**src/rtl/cpu_pkg.sv**
```systemverilog
// Shared types for the pipeline hazard / forwarding controller.
package cpu_pkg;

    localparam int MEM_LAT_MAX = 8;
    // Slots store register addresses at this width; narrower designs zero-extend.
    localparam int REG_AW_MAX  = 8;

    typedef enum logic [1:0] {
        FWD_REG = 2'd0,
        FWD_WB  = 2'd1,
        FWD_MEM = 2'd2
    } fwd_sel_t;

    typedef struct packed {
        logic                  valid;
        logic [REG_AW_MAX-1:0] rd;
        logic                  wre;
        logic                  is_load;
        logic                  is_mem;
    } stage_slot_t;

endpackage

```
**src/rtl/hazard_match.sv**
```systemverilog
// One source-register versus one pipeline-slot producer comparison.
module hazard_match
    import cpu_pkg::*;
#(
    parameter bit ZERO_REG = 1'b1
) (
    input  logic                  i_use,
    input  logic [REG_AW_MAX-1:0] i_src,
    input  logic                  i_valid,
    input  logic                  i_wre,
    input  logic [REG_AW_MAX-1:0] i_rd,
    output logic                  o_hit
);

    // Register 0 is hard-wired when ZERO_REG is set, so it never produces a value.
    assign o_hit = i_use & i_valid & i_wre & (i_rd == i_src) & ((|i_src) | ~ZERO_REG);

endmodule

```
**src/rtl/pipeline_hazard_ctrl.sv**
```systemverilog
// Hazard and forwarding controller for the 5-stage pipeline. Keeps a shadow of
// the EX/MEM/WB instructions and derives stall, bubble, flush and bypass selects.
module pipeline_hazard_ctrl
    import cpu_pkg::*;
#(
    parameter int REG_AW   = 4,
    parameter int MEM_LAT  = 1,
    parameter bit FWD_EN   = 1'b1,
    parameter bit ZERO_REG = 1'b1
) (
    input  logic              clk,
    input  logic              reset,
    input  logic              id_valid,
    input  logic [REG_AW-1:0] id_rs1,
    input  logic [REG_AW-1:0] id_rs2,
    input  logic [REG_AW-1:0] id_rd,
    input  logic              id_use_rs1,
    input  logic              id_use_rs2,
    input  logic              id_wre,
    input  logic              id_is_load,
    input  logic              id_is_store,
    input  logic              id_is_branch,
    input  logic              id_branch_taken,
    output logic              pc_hold,
    output logic              ifid_hold,
    output logic              ifid_flush,
    output logic              idex_bubble,
    output logic              back_hold,
    output logic              memwb_bubble,
    output logic [1:0]        fwd_a,
    output logic [1:0]        fwd_b
);

    localparam int CNT_W = $clog2(MEM_LAT_MAX);

    // Slot 0 = EX, 1 = MEM, 2 = WB.
    stage_slot_t       r_slot [3];
    logic [REG_AW-1:0] r_ex_rs1;
    logic [REG_AW-1:0] r_ex_rs2;
    logic              r_ex_use1;
    logic              r_ex_use2;
    logic [CNT_W-1:0]  r_mem_cnt;

    // Sources 0/1 are the ID operands, 2/3 the EX operands.
    logic [REG_AW_MAX-1:0] w_src [4];
    logic [3:0]            w_use;
    // w_hit[s][0/1]: ID sources vs EX/MEM, EX sources vs MEM/WB.
    logic [3:0][1:0]       w_hit;
    logic                  w_busy;
    logic                  w_stall;
    logic                  w_id_ex_hit;
    logic                  w_id_mem_hit;
    logic                  w_unused;

    assign w_src[0] = REG_AW_MAX'(id_rs1);
    assign w_src[1] = REG_AW_MAX'(id_rs2);
    assign w_src[2] = REG_AW_MAX'(r_ex_rs1);
    assign w_src[3] = REG_AW_MAX'(r_ex_rs2);
    // EX use bits are cleared for bubbles, so they already imply a valid EX slot.
    assign w_use    = {r_ex_use2, r_ex_use1, id_valid & id_use_rs2, id_valid & id_use_rs1};

    for (genvar s = 0; s < 4; s++) begin : g_src
        for (genvar t = 0; t < 2; t++) begin : g_slot
            hazard_match #(.ZERO_REG(ZERO_REG)) u_match (
                .i_use   (w_use[s]),
                .i_src   (w_src[s]),
                .i_valid (r_slot[s/2 + t].valid),
                .i_wre   (r_slot[s/2 + t].wre),
                .i_rd    (r_slot[s/2 + t].rd),
                .o_hit   (w_hit[s][t])
            );
        end
    end

    assign w_id_ex_hit  = w_hit[0][0] | w_hit[1][0];
    assign w_id_mem_hit = w_hit[0][1] | w_hit[1][1];
    assign w_busy       = (r_mem_cnt != '0);
    // A busy memory freezes everything, so a RAW stall only matters once it clears.
    assign w_stall      = ~w_busy &
                          ((w_id_ex_hit & r_slot[0].is_load) |
                           ((id_is_branch | ~FWD_EN) & (w_id_ex_hit | w_id_mem_hit)));
    assign w_unused     = ^{r_slot[1].is_mem, r_slot[2].is_load, r_slot[2].is_mem};

    function automatic fwd_sel_t fwd_pick(input logic mem_hit, input logic wb_hit,
                                          input logic mem_is_load);
        if (!FWD_EN)                   return FWD_REG;
        if (mem_hit && !mem_is_load)   return FWD_MEM;
        if (wb_hit)                    return FWD_WB;
        return FWD_REG;
    endfunction

    // Control outputs: memory busy outranks data stall outranks normal advance.
    always_comb begin
        pc_hold      = 1'b0;
        ifid_hold    = 1'b0;
        idex_bubble  = 1'b0;
        back_hold    = 1'b0;
        memwb_bubble = 1'b0;
        if (w_busy) begin
            pc_hold      = 1'b1;
            ifid_hold    = 1'b1;
            back_hold    = 1'b1;
            memwb_bubble = 1'b1;
        end else if (w_stall) begin
            pc_hold      = 1'b1;
            ifid_hold    = 1'b1;
            idex_bubble  = 1'b1;
        end
        ifid_flush = ~reset & id_valid & id_is_branch & id_branch_taken & ~w_busy & ~w_stall;
        fwd_a      = fwd_pick(w_hit[2][0], w_hit[2][1], r_slot[1].is_load);
        fwd_b      = fwd_pick(w_hit[3][0], w_hit[3][1], r_slot[1].is_load);
    end

    // Shadow pipeline advance and RAM latency countdown.
    always_ff @(posedge clk or posedge reset) begin
        if (reset) begin
            r_slot[0] <= '0;
            r_slot[1] <= '0;
            r_slot[2] <= '0;
            r_ex_rs1  <= '0;
            r_ex_rs2  <= '0;
            r_ex_use1 <= 1'b0;
            r_ex_use2 <= 1'b0;
            r_mem_cnt <= '0;
        end else if (w_busy) begin
            r_slot[2] <= '0;
            r_mem_cnt <= r_mem_cnt - CNT_W'(1);
        end else begin
            if (r_slot[0].valid && r_slot[0].is_mem)
                r_mem_cnt <= CNT_W'(MEM_LAT - 1);
            r_slot[2] <= r_slot[1];
            r_slot[1] <= r_slot[0];
            if (w_stall || !id_valid) begin
                r_slot[0] <= '0;
                r_ex_rs1  <= '0;
                r_ex_rs2  <= '0;
                r_ex_use1 <= 1'b0;
                r_ex_use2 <= 1'b0;
            end else begin
                r_slot[0] <= '{valid: 1'b1, rd: REG_AW_MAX'(id_rd), wre: id_wre,
                               is_load: id_is_load, is_mem: id_is_load | id_is_store};
                r_ex_rs1  <= id_rs1;
                r_ex_rs2  <= id_rs2;
                r_ex_use1 <= id_use_rs1;
                r_ex_use2 <= id_use_rs2;
            end
        end
    end

endmodule

```
**config.mk**
```make
export PLATFORM = sky130hd
export DESIGN_NAME = pipeline_hazard_ctrl
export DESIGN_NICKNAME = d
export VERILOG_FILES = /design/src/rtl/cpu_pkg.sv /design/src/rtl/hazard_match.sv /design/src/rtl/pipeline_hazard_ctrl.sv
export SDC_FILE = /design/constraint.sdc
export NUM_CORES = 1
export LEC_CHECK = 0
export ABC_AREA = 1
export BUFFER_PORTS_ARGS = -buffer_cell sky130_fd_sc_hd__buf_2
export CORE_MARGIN = 2
export CORE_UTILIZATION = 40
export CTS_CLUSTER_SIZE = 28
export DETAILED_ROUTE_END_ITERATION = 10
export GPL_ROUTABILITY_DRIVEN = 0
export SKIP_LAST_GASP = 1
export SLEW_MARGIN = 10
export SYNTH_ARGS = -nofsm -noshare
export SYNTH_HDL_FRONTEND = slang
export SYNTH_SLANG_ARGS = --single-unit
```
**constraint.sdc**
```tcl
create_clock -name clk -period 3 [get_ports clk]
set_clock_uncertainty 0.05 [all_clocks]
set_input_delay 0.3 -clock clk [delete_from_list [all_inputs] [get_ports clk]]
set_output_delay 0.3 -clock clk [all_outputs]
set_load 0.01 [all_outputs]
```
* Yosys cells after proc, flatten, opt, wreduce, memory -nomap -nowiden *
Cells that the tools add are included.

operators by class
  bitwise operators = 50
  $add $sub $neg = 1
  mux-type cells = 26
  equal/unequal tests = 8
  reductions and logical operators = 12

operator list
  operator             number
  $eq 8x4->1           8
  $and 1x1->1          42
  $mux 12              2
  $mux 2               8
  $reduce_or 4->1      4
  $mux 1               12
  $mux 4               2
  $mux 3               2
  $or 1x1->1           5
  $logic_and 1x1->1    3
  $not 1->1            3
  $reduce_bool 3->1    1
  $sub 3x1->3 const B  1
  $logic_not 1->1      2
  $reduce_bool 2->1    1
  $logic_or 1x1->1     1

word-level totals
  output and inout port bits = 10
  register bits after elaboration = 47

* Logic depth before layout (Yosys ltp) *
  depth in word-level cells = 12
  depth in mapped cells = 14
  mapped depth without buffers = 12

* Hierarchy *
From an unflattened synthesis, not the netlist that was laid out.

unflattened totals
  cells, all modules = 447
  area, all modules = 2761.4 sq um

modules (own cells, without submodules)
  module                seq. area each (sq um)  cells each  area each (sq um)  times used
  pipeline_hazard_ctrl  850.8                   167         1470.2             1
  hazard_match          0.0                     35          161.4              8

* Worst setup path before layout *
Ideal clock, no wire load.

  kind = register to output
  start point = reg r_slot[17] (netlist bit)
  end point = out pc_hold
  path slack = 1258 ps
  required time = 2650 ps
  cell stages (with the launch flop) = 15
  arrival time = 1392 ps
  buffers on the path = 3
  path through = dfrtp_1 -> clkbuf_2 -> inv_1 -> nand2_1 -> nand2_1 -> nand2_1 -> nor2_1 -> nand2_1 -> nand2_1 -> nand2_1 -> nand2_1 -> nor2_2 -> buf_6 -> inv_1 -> buf_4

on the way
  word-level cells in the longest chain between the ends = 10

ends and longest elaborated chain
  element                    line                        RTL
  start: declaration         pipeline_hazard_ctrl.sv:37  stage_slot_t r_slot [3];
  $eq 8x4->1                 hazard_match.sv:16          assign o_hit = i_use & i_valid & i_wre & (i_rd == i_src) & ((|i_src) | ~ZERO_REG);
  $and 1x1->1 (2 in series)  hazard_match.sv:16
  $or 1x1->1 (*)             pipeline_hazard_ctrl.sv:76  assign w_id_mem_hit = w_hit[0][1] | w_hit[1][1];
  $or 1x1->1 (*)             pipeline_hazard_ctrl.sv:81  ((id_is_branch | ~FWD_EN) & (w_id_ex_hit | w_id_mem_hit)));
  $and 1x1->1 (*)            pipeline_hazard_ctrl.sv:81
  $or 1x1->1 (*)             pipeline_hazard_ctrl.sv:80  ((w_id_ex_hit & r_slot[0].is_load) |
  $and 1x1->1 (*)            pipeline_hazard_ctrl.sv:79  assign w_stall = ~w_busy &
  $mux 1 (*) (2 in series)   --
  end: declaration           pipeline_hazard_ctrl.sv:24  output logic pc_hold,

Mark *: on every way between the ends. The rest lies on a longest branch, timed or not.

* Final worst setup path *
  start point = reg r_slot[18] (netlist bit)
  end point = out ifid_flush

on the way
  word-level cells in the longest chain between the ends = 10

ends and longest elaborated chain
  element                    line                         RTL
  $eq 8x4->1                 hazard_match.sv:16
  $and 1x1->1 (2 in series)  hazard_match.sv:16
  $or 1x1->1 (*)             pipeline_hazard_ctrl.sv:76
  $or 1x1->1 (*)             pipeline_hazard_ctrl.sv:81
  $and 1x1->1 (*)            pipeline_hazard_ctrl.sv:81
  $or 1x1->1 (*)             pipeline_hazard_ctrl.sv:80
  $and 1x1->1 (*)            pipeline_hazard_ctrl.sv:79
  $not 1->1 (*)              pipeline_hazard_ctrl.sv:109  ifid_flush = ~reset & id_valid & id_is_branch & id_branch_taken & ~w_busy & ~w_stall;
  $and 1x1->1 (*)            pipeline_hazard_ctrl.sv:109
  end: declaration           pipeline_hazard_ctrl.sv:26   output logic ifid_flush,

Marks and branches as above.

==> impl_metrics.toml <==
[setup_path]
crit_buf_inv = 3
crit_path_cell_trace = "inv_1, nand2_1, nand2_1, nor2_1, nand3_1, nand2_1, nand2_1, nand2_1, nor2_2, nand3_1, inv_1, buf_2"
r2r_slack_ns = 0.91
crit_path_end_kind = "output pin"
r2r-start = "r_slot[18]"
cp_common_cell = "nand2_1"
r2r_end = "r_ex_rs1[2]"
worstPathArrival_ns = 2.28
cp_slowest_stage_delay_ns = 0.60
path_class = "reg -> out"
required_ns = 2.65
start_kind = "flop"
ff2ff_path_depth = 11
path_max_fanout = 20
crit_family = "simple AND/OR/NAND/NOR gates"
critPathSlowestCell = "nor2_2"

[logic_synthesis]
synth_cells = 298
ys_seq_elements = 34
syn-num-nets = 322
yosysUniqueCellTypes = 25
ys_seq_area_frac = 0.413
avgSynthCellArea_um2 = 6.91
syn_area_um2 = 2060
synth_warnings = 0

[die]
dieHeight_um = 75.7
die_area_um2 = 5740
core_um2 = 5040
initial_core_util = 0.408
ios = 32
rows = 26
fp.dieW_um = 75.7

[detailed_routing]
drc = 0
drt_iter0_drc = 95
wl_per_cell_um = 12.7
finalWirelength_um = 5040
first_pass_iters = 4
ant_nets = 0
post_drt_via_cell_ratio = 4.57
route.vias.total = 1815

[run_status]
outcome = "finished, final reports clean"

[sta]
slew_headroom = 0.476
setup_tns_ns = 0
period_share = 0.877
max_freq_ghz = 0.380
slew_viol_final = 0
timing.final.ws_setup_ns = 0.370
tightest_slew_ns = 0.784
period_minus_slack_ns = 2.63
hold_viol_final = 0
finalSetupViolCount = 0
rsz0062_at_grt = "no"

[final_layout]
stdcell_count = 397
area_growth_pct = 15.6
layout_common_cells = "nand2_1, inv_1, dfrtp_1"
fillers = 530
layout-drive-gt1-share = 0.147
final_common_cell = "nand2_1"
antenna_cells = 0
num-nets-final = 350

[power_and_ir_drop]
power.share.sequential = 0.384
p_sw_frac = 0.427
pwr_density_cell_nw_per_um2 = 993
combPwrFrac = 0.397
p_leak_nw = 1.38
ir_drop_uv = 468
p_clk_frac = 0.218
power.switching_mw = 1.01
internal-power_mw = 1.35

[cts]
clk_pin_slew_worst_paths_ns = 0.07
cts_max_path_buffers = 2
ctsHtreeMaxLevel = 2
post_cts_buffers = 0
ctsHoldBuffers = 0
insertion_delay_ns = 0.29
cts_resized = 0
cts_buffers = 5
tritoncts = "done"
cts_root_buf = "clkbuf_8"
cts_sinks = 34

[placed_design]
io_buffer_count = 31
place_ws_ns = 0.652
dp_hpwl_um = 3740
placed_cells = 389

[worst_hold_path]
hp-class = "in -> async"

[grt]
grt_util_all_layers = 0.195
antenna_found_initial = 0
grt_pass1_wl_um = 8160
grt_pass1_vias = 1721
grt-ovfl-total = 0
grt_max_degree = 35

[flow_run]
cap_violations = 0
power groups by stage:
stage | registers (mW) | logic [mW] | clock network, mW
final | 0.907 | 0.938 | 0.516
after global routing | 0.942 | 1.08 | 0.547
after CTS | 0.905 | 0.950 | 0.522
after detailed placement | 0.913 | 0.947 | 0
after global placement | 0.911 | 0.932 | 0
after floorplan | 0.809 | 0.814 | 0
area by class of cell:
cell class,count,area [µm²],share of cell area
Multi-Input combinational cell,208,963,0.405
Tap cell,70,87.6,0.0368
Clock buffer,5,68.8,0.0289
Sequential cell,34,851,0.358
Inverter,43,161,0.0679
Clock inverter,3,68.8,0.0289
Timing Repair Buffer,34,178,0.0747
worst min-delay path, stage by stage:
cell and delay [ns]:
buf_2 0.10, inv_1 0.04, buf_4 0.38
layer usage:
layer | track usage | vias up | part of all wire
met1 | 0.261 | 810 | 0.49
met3 | 0.0476 | 5 | 0.033
met4 | 0.0468 | 0 | 0.010
li1 | - | 962 | -
met5 | 0 | - | 0
met2 | 0.319 | 38 | 0.47
per-stage QoR:
stage	area, µm²	power, mW	utilization	hold slack (ns)
after detailed placement	2240	1.86	0.444	0.390
after global routing	2380	2.57	0.472	0.0989
after CTS	2380	2.38	0.472	0.0777
after floorplan	2060	1.62	-	0.375
after global placement	2240	1.84	0.444	0.388
final	2380	2.36	0.472	0.0568
how the worst max path moves through the flow:
stage	from	endpoint	slack, ns	cells past startpoint
6_report	r_slot[18]	ifid_flush	0.37	12
3_3_place_gp	r_slot[16]	ifid_flush	0.70	13
4_1_cts	r_slot[18]	ifid_flush	0.36	12
3_5_place_dp	id_valid	ifid_flush	0.65	13
5_1_grt	r_slot[18]	ifid_flush	0.07	12
2_1_floorplan	r_slot[17]	pc_hold	1.26	14
logic make-up (layout without fill, tap and decap cells):
| group | Yosys count | count (layout) | share of synthesized area |
|---|---|---|---|
| buffers and inverters | 56 | 85 | 0.119 |
| adders and majority gates | 2 | 2 | 0.0122 |
| DFF | 34 | 34 | 0.413 |
| and+or+nand+nor | 175 | 175 | 0.349 |
| xor gates and xnor gates | 13 | 13 | 0.0553 |
| AOI/OAI and AO/OA | 18 | 18 | 0.0517 |
state kept, by name, summed over array words and instances (netlist names):
| signal | count |
|---|---|
| r_slot | 21 |
| r_ex_rs1 | 4 |
| r_ex_rs2 | 4 |
| r_mem_cnt | 3 |
| r_ex_use1 | 1 |
| r_ex_use2 | 1 |
synthesized netlist by cell type (all sizes together):
cell type | count | area (µm²)
nand2 | 123 | 462
inv | 43 | 161
dfrtp | 34 | 851
nor2 | 22 | 85.1
nand3 | 19 | 105
o21ai | 10 | 53.8
xor2 | 9 | 78.8
clkbuf | 7 | 30.0
buf | 6 | 52.6
nor4 | 5 | 31.3
a21oi | 4 | 20.0
xnor2 | 4 | 35.0
ha | 2 | 25.0
nand4 | 2 | 12.5
nor3 | 2 | 10.0
or2 | 2 | 12.5
a221oi | 1 | 8.76
o2111ai | 1 | 8.76
o21a | 1 | 7.51
o31ai | 1 | 7.51
Note: power is estimated with default switching activity, not from simulation.
